$ cat config.mk
export PLATFORM = sky130hd
export DESIGN_NAME = stage_decoder_flat
export DESIGN_NICKNAME = d
export VERILOG_FILES = /design/src/rtl/stage_decoder_if.sv /design/src/rtl/stage_decoder.sv /design/src/flat_wrapper.sv
export SDC_FILE = /design/constraint.sdc
export NUM_CORES = 1
export LEC_CHECK = 0
export CORE_MARGIN = 1.5
export CORE_UTILIZATION = 53
export CTS_CLUSTER_DIAMETER = 200
export DETAILED_ROUTE_END_ITERATION = 12
export GPL_ROUTABILITY_DRIVEN = 0
export PLACE_DENSITY = 0.84
export REMOVE_ABC_BUFFERS = 1
export SLEW_MARGIN = 5
export SYNTH_ARGS = -nofsm -noshare
export SYNTH_HDL_FRONTEND = slang
export SYNTH_SLANG_ARGS = --single-unit
export TNS_END_PERCENT = 1
$ cat constraint.sdc
create_clock -name shift -period 3.7 [get_ports shift]
set_input_delay 0.555 -clock shift [delete_from_list [all_inputs] [get_ports shift]]
set_output_delay 0.555 -clock shift [all_outputs]
set_load 0.02 [all_outputs]
$ cat src/rtl/stage_decoder_if.sv
// rtl/stage_decoder_if.sv - stage vector input and decoded stage outputs bundle
interface stage_decoder_if #(
  parameter int NSTAGES = 6,
  parameter int IDX_W   = 3,
  parameter int CNT_W   = 8
);
  logic [NSTAGES-1:0] stage_in;
  logic               clr_err;
  logic [IDX_W-1:0]   stage_idx;
  logic               stage_valid;
  logic [NSTAGES-1:0] stage_pulse;
  logic               round_done;
  logic [CNT_W-1:0]   round_count;
  logic               err;

  // Sequencer/controller side: drives the raw vector and the error clear
  modport master (
    output stage_in, clr_err,
    input  stage_idx, stage_valid, stage_pulse, round_done, round_count, err
  );

  // Decoder side
  modport slave (
    input  stage_in, clr_err,
    output stage_idx, stage_valid, stage_pulse, round_done, round_count, err
  );
endinterface

$ cat src/rtl/stage_decoder.sv
// rtl/stage_decoder.sv - one-hot stage vector checker and decoder
module stage_decoder #(
  parameter int NSTAGES = 6,
  parameter int IDX_W   = 3,
  parameter int CNT_W   = 8
) (
  input logic              shift,
  input logic              rst,
  stage_decoder_if.slave   bus
);

  typedef enum logic [1:0] {IDLE, TRACK, ERROR} state_t;

  localparam logic [NSTAGES-1:0] FIRST_VEC = NSTAGES'(1);
  localparam logic [IDX_W-1:0]   LAST_IDX  = IDX_W'(NSTAGES - 1);

  state_t             state_q, state_d;
  logic [IDX_W-1:0]   idx_q, idx_d;
  logic [NSTAGES-1:0] pulse_q, pulse_d;
  logic               done_q, done_d;
  logic [CNT_W-1:0]   cnt_q, cnt_d;

  logic               wrap;
  logic [IDX_W-1:0]   nxt_idx;
  logic [NSTAGES-1:0] cur_vec;
  logic [NSTAGES-1:0] nxt_vec;
  logic               multi_hot;

  // Expected vectors for "hold" and "advance" relative to the tracked stage
  always_comb begin
    wrap      = (idx_q == LAST_IDX);
    nxt_idx   = wrap ? '0 : idx_q + 1'b1;
    cur_vec   = FIRST_VEC << idx_q;
    nxt_vec   = FIRST_VEC << nxt_idx;
    // Clearing the lowest set bit leaves something only if two or more were set
    multi_hot = (bus.stage_in & (bus.stage_in - FIRST_VEC)) != '0;
  end

  // Next-state and next-output decision for the protocol checker
  always_comb begin
    state_d = state_q;
    idx_d   = idx_q;
    pulse_d = '0;
    done_d  = 1'b0;
    cnt_d   = cnt_q;
    unique case (state_q)
      IDLE: begin
        // Only a clean bit0 starts tracking, so a mid-round attach waits quietly
        if (bus.stage_in == FIRST_VEC) begin
          state_d = TRACK;
          idx_d   = '0;
          pulse_d = FIRST_VEC;
        end else if (multi_hot) begin
          state_d = ERROR;
        end
      end
      TRACK: begin
        if (bus.stage_in == cur_vec) begin
          state_d = TRACK;
        end else if (bus.stage_in == nxt_vec) begin
          idx_d   = nxt_idx;
          pulse_d = nxt_vec;
          if (wrap) begin
            done_d = 1'b1;
            if (cnt_q != '1) begin
              cnt_d = cnt_q + 1'b1;
            end
          end
        end else if (bus.stage_in == '0) begin
          // Sequencer stopped; remember where it was
          state_d = IDLE;
        end else begin
          state_d = ERROR;
        end
      end
      ERROR: begin
        if (bus.clr_err) begin
          state_d = IDLE;
        end
      end
      default: state_d = IDLE;
    endcase
  end

  // State and output registers; reset wipes everything including the round count
  always_ff @(posedge shift) begin
    if (rst) begin
      state_q <= IDLE;
      idx_q   <= '0;
      pulse_q <= '0;
      done_q  <= 1'b0;
      cnt_q   <= '0;
    end else begin
      state_q <= state_d;
      idx_q   <= idx_d;
      pulse_q <= pulse_d;
      done_q  <= done_d;
      cnt_q   <= cnt_d;
    end
  end

  assign bus.stage_idx   = idx_q;
  assign bus.stage_valid = (state_q == TRACK);
  assign bus.stage_pulse = pulse_q;
  assign bus.round_done  = done_q;
  assign bus.round_count = cnt_q;
  assign bus.err         = (state_q == ERROR);

endmodule

$ cat src/flat_wrapper.sv
// flat-port wrapper written by rule: the top's interface ports become plain ports
module stage_decoder_flat 
#(
  parameter int NSTAGES = 6,
  parameter int IDX_W   = 3,
  parameter int CNT_W   = 8
)
  (shift, rst, bus_stage_in, bus_clr_err, bus_stage_idx, bus_stage_valid, bus_stage_pulse, bus_round_done, bus_round_count, bus_err);
  stage_decoder_if #(.NSTAGES(NSTAGES), .IDX_W(IDX_W), .CNT_W(CNT_W)) bus_i ();
  input logic shift;
  input logic rst;
  input wire logic [$bits(bus_i.stage_in)-1:0] bus_stage_in;
  input wire logic [$bits(bus_i.clr_err)-1:0] bus_clr_err;
  output wire logic [$bits(bus_i.stage_idx)-1:0] bus_stage_idx;
  output wire logic [$bits(bus_i.stage_valid)-1:0] bus_stage_valid;
  output wire logic [$bits(bus_i.stage_pulse)-1:0] bus_stage_pulse;
  output wire logic [$bits(bus_i.round_done)-1:0] bus_round_done;
  output wire logic [$bits(bus_i.round_count)-1:0] bus_round_count;
  output wire logic [$bits(bus_i.err)-1:0] bus_err;
  assign bus_i.stage_in = bus_stage_in;
  assign bus_i.clr_err = bus_clr_err;
  assign bus_stage_idx = bus_i.stage_idx;
  assign bus_stage_valid = bus_i.stage_valid;
  assign bus_stage_pulse = bus_i.stage_pulse;
  assign bus_round_done = bus_i.round_done;
  assign bus_round_count = bus_i.round_count;
  assign bus_err = bus_i.err;
  stage_decoder #(.NSTAGES(NSTAGES), .IDX_W(IDX_W), .CNT_W(CNT_W)) u_core (.shift(shift), .rst(rst), .bus(bus_i));
endmodule
Word-level counts from Yosys, hierarchy flattened
Cells that the tools add are included.

storage, ports and cells
  output and inout port bits = 20
  register bits after elaboration = 20
  input bits = 9
  word-level logic and storage cells = 52

operators by class
  reduce and logical (&&, ||, !) cells = 8
  shift operators = 2
  eq/ne operators = 13
  add/sub/neg operators = 3
  bitwise operators = 4
  mux-type cells = 17

operator list
  operator             number
  $eq 6x6->1           2
  $mux 2               6
  $mux 3               4
  $mux 6               2
  $pmux 6 s2           1
  $shl 1x3->6 const A  2
  $add 8x1->8 const B  1
  $ne 8x8->1 const B   1
  $and 6x6->6          1
  $eq 6x1->1 const B   1
  $logic_not 6->1      1
  $pmux 2 s3           1
  $pmux 3 s2           1
  $reduce_bool 6->1    1
  $sub 6x1->6 const B  1
  $reduce_and 5->1     1
  $ne 2x1->1 const B   2
  $ne 2x2->1 const B   2
  $reduce_and 4->1     1
  $reduce_or 4->1      1
  $add 3x1->3 const B  1
  $eq 3x3->1 const B   1
  $ne 3x1->1 const B   1
  $ne 3x2->1 const B   1
  7 further kinds      10

Logic depth before layout (Yosys ltp)
  depth in word-level cells = 7
  gate-level depth with buffers = 12
  gate-level depth less buffers = 9

Worst setup path after synthesis
Ideal clock, no wire load.

  path type = register -> register
  start point = reg u_core.idx_q[1] (netlist: u_core.bus.stage_idx[1])
  end point = reg u_core.cnt_q[7] (netlist: u_core.bus.round_count[7])
  library setup time = 59 ps
  period minus slack after synthesis = 2566 ps
  stages on the path, launching flop included = 13
  required time = 3641 ps
  setup slack = 1134 ps
  arrival time = 2507 ps
  buffers on the path = 3
  cells stage by stage = dfxtp_1 buf_6 and2_1 ha_1 buf_2 mux2_1 nand2_1 a32o_1 and3_1 buf_2 nand2_2 or4_1 nand2_1

between the ends
  cells in the longest elaborated chain, start to end = 5
  elaborated cells between the ends (all ways) = 9
  those cells by class = 1 x add/sub; 3 x eq/ne; 2 x shift; 1 x mux; 1 x bitwise; 1 x reduce/logical

ends and longest elaborated chain
  what                                              line                                      source
  start, declared                                   stage_decoder.sv:18                       logic [IDX_W-1:0] idx_q, idx_d;
  start signal, assigned                            stage_decoder.sv:95                       idx_q <= idx_d;
  $add 3x1->3 / $eq 3x3->1 (equally long branches)  stage_decoder.sv:32, stage_decoder.sv:31
  $mux 3                                            stage_decoder.sv:32                       nxt_idx = wrap ? '0 : idx_q + 1'b1;
  $shl 1x3->6                                       stage_decoder.sv:34                       nxt_vec = FIRST_VEC << nxt_idx;
  $eq 6x6->1                                        stage_decoder.sv:60                       end else if (bus.stage_in == nxt_vec) begin
  $reduce_and 5->1 (no source line) *               --
  end signal, assigned                              stage_decoder.sv:98                       cnt_q <= cnt_d;
  end, declared                                     stage_decoder.sv:21                       logic [CNT_W-1:0] cnt_q, cnt_d;

Mark *: on every way between the ends. The rest lies on a longest branch, timed or not.
A chain may end at the register's enable or synchronous reset.

Worst setup path after layout
Ends and elaborated chain as after synthesis.

==> flow_summary_export.csv <==
group,metric,value,unit
cts,cts_tree,"yes",
min_path,hold_path.class,"register to register",
job,maxCapViolCount,0,
place,port_buffers,28,
cts,cts_buffer_depth,2,
synthesis,yosys_warnings,0,
timing,worstMarginPinSlew,0.644,ns
floorplan,die_y,51.1,µm
synthesis,synth_area,0.00122,mm²
setup_path,crit_chain,"and2_1 -> ha_1 -> mux2_1 -> nand2_1 -> a32o_1 -> and3_1 -> nand2_2 -> or4_1 -> nand2_1",
synthesis,synth_edf_count,0,
timing,fmax,0.328,GHz
synthesis,ys_top_cells_by_area,"dfxtp_1 (33%), nor2_1 (6.1%), xor2_1 (5.0%)",
global_routing,grt_pass1_vias,1048,
place,dp_slack,0.754,ns
final_layout,num_antenna_cells,0,
cts,numCtsBuffers,3,
floorplan,die_w,51.1,µm
synthesis,synth_flop_cell,"dfxtp_1",
synthesis,yosysTopAreaCell,"dfxtp_1",
routing,drt_iter0_markers,49,
global_routing,grt_max_degree,21,
routing,drt.antenna.violating_nets,0,
synthesis,synth_top_family_by_area,"simple AND/OR/NAND/NOR gates",
synthesis,ys_seq_area_share,32.7,%
global_routing,grt_overflow_total,0,
synthesis,syn_avg_cell_area,8.00,µm²
routing,routed_via_density,5.89,
floorplan,num_io_pins,29,
synthesis,synthMuxAreaShare,1.74,%
timing,setup_tns,0,ns
synthesis,async_flop_share,0,%
floorplan,die_area,0.00261,mm²
synthesis,synthSimpleGateAreaFrac,35.3,%
global_routing,track_usage,22.5,%
setup_path,slowest_delay,0.75,ns
cts,post_cts_resized,0,
setup_path,endpoint_kind,"register",
power,power.total,0.377,mW
power,powerDensity,247,mW/mm²
synthesis,synth-adder-area-share,2.04,%
setup_path,slowest_stage,"dfxtp_1",
routing,post-route-drc-count,0,
timing,grt_setup_unrepaired,"false",
synthesis,synth_cells,153,
timing,hold_violations,0,
cts,clock_latency,0.29,ns
cts,post_cts_buffers,0,
power,ir_drop,334,µV
run_status,status,"completed",
setup_path,path_class,"register to register",
floorplan,num_rows,17,
setup_path,path_max_fanout,20,
timing,fin_ws,0.652,ns
synthesis,yosysUniqueCellTypes,48,
synthesis,yosysTopAreaCellShare,32.7,%
cts,cts_root_buf,"clkbuf_4",
floorplan,start_util,55.9,%
synthesis,ys_top_cells_by_count,"dfxtp_1 (20), nor2_1 (20), nand2_1 (8)",
global_routing,grt_pass1_wl,4600,µm
synthesis,synth_compound_area_share,16.2,%
timing,fin_crit_sh,82.4,%
global_routing,antenna_found_initial,0,
synthesis,ys_ff_latch,20,
routing,wl_per_cell,13.4,µm
cts,cts_num_sinks,20,
routing,totalWireLength,2720,µm
setup_path,cp.arrival,3.29,ns
place,dp.final_hpwl,2030,µm
timing,skew,0.00631,ns
timing,setup_violations,0,
synthesis,post_synth_xor_area_fraction,6.44,%
setup_path,critPathMostFrequentCell,"nand2_1",
timing,maxSlewViolCount,0,
cts,htree_levels,1,
floorplan,core_area,0.00219,mm²
final_layout,area_growth,24.6,%
final_layout,drive_gt1_share,6.29,%
cts,clkTransAtPathRegs,0.11,ns
routing,drt-pass1-iter-count,4,
routing,vias,1195,
final_layout,fin_nets,187,
power,p_leak,0.564,nW
place,placed_area,0.00149,mm²
timing,period_needed,3.05,ns
final_layout,stdcell_area,0.00153,mm²
setup_path,critPathLaunchType,"register",
timing,relSlewSlack,57.0,%
setup_path,crit_required,3.95,ns
cts,cts_hold_buf,0,
-- layout by cell type (no fill, tap or decap), types with 6 or more instances in the layout --
| master | n |
|---|---|
| xor2_1 | 7 |
| nand2_1 | 8 |
| clkdlybuf4s50_1 | 28 |
| and3_1 | 7 |
| nor3_1 | 7 |
| nor2_1 | 20 |
| dfxtp_1 | 20 |
| nand3_1 | 7 |
| o21ai_0 | 6 |
| nor2b_1 | 6 |
-- critical path, delay by kind of cell (launching register included) --
kind,cells,cell delay [ns]
muxes,1,0.38
DFF,1,0.75
and+or+nand+nor,6,1.36
adders and majority gates,1,0.37
AOI/OAI and AO/OA,1,0.14
-- final cells by class --
class / instances / area [µm²]
sequential: 20 / 400
fill: 165 / 666
inverter: 5 / 18.8
clock buffer: 4 / 36.3
tap: 28 / 35.0
timing repair buffer: 28 / 280
multi-input combinational: 118 / 754
-- report_power, final --
part,total (mW),switching [mW],internal (mW)
registers,0.217,0.00102,0.216
logic,0.0386,0.0211,0.0175
clock network,0.121,0.0609,0.0599
total,0.377,0.0830,0.294
-- registers in the layout (all words and copies together), names as in the netlist --
register	count
u_core.bus.round_done	1
u_core.state_q	2
u_core.bus.round_count	8
u_core.bus.stage_pulse	6
u_core.bus.stage_idx	3
-- metrics by stage --
step / util, % / hold WS, ns / std cells
after floorplan: - / 0.443 / 143
after global placement: 68.0 / 0.486 / 199
after detailed placement: 68.0 / 0.492 / 199
after CTS: 69.6 / 0.509 / 203
after global routing: 69.6 / 0.533 / 203
final: 69.6 / 0.501 / 203
-- worst paths after layout --
| path | from | end | slack [ns] | cells after the start |
|---|---|---|---|---|
| max | u_core.bus.stage_idx[1] | u_core.bus.round_count[7] | 0.65 | 9 |
| min | u_core.state_q[1] | u_core.bus.stage_pulse[0] | 0.50 | 1 |
| max reg2reg | u_core.bus.stage_idx[1] | u_core.bus.round_count[7] | 0.65 | 9 |
| min reg2reg | u_core.state_q[1] | u_core.bus.stage_pulse[0] | 0.50 | 1 |
-- metal layers --
metal	track usage, %	share of wire (%)	up-vias
met5	0	0	-
met4	4.05	0.33	0
met3	5.56	6.4	2
met2	34.4	47	40
met1	32.3	46	564
li1	-	-	589
-- cell families (layout without fill, tap and decap cells) --
group	count (synthesis)	after routing
buffers and inverters	15	37
AND/OR/NAND/NOR	77	77
multiplexers	2	2
AO/OA/AOI/OAI	28	28
XOR/XNOR	9	9
flip-flops	20	20
adder cells (fa/ha/maj)	2	2
No activity file was read; power rests on OpenSTA's default activity.
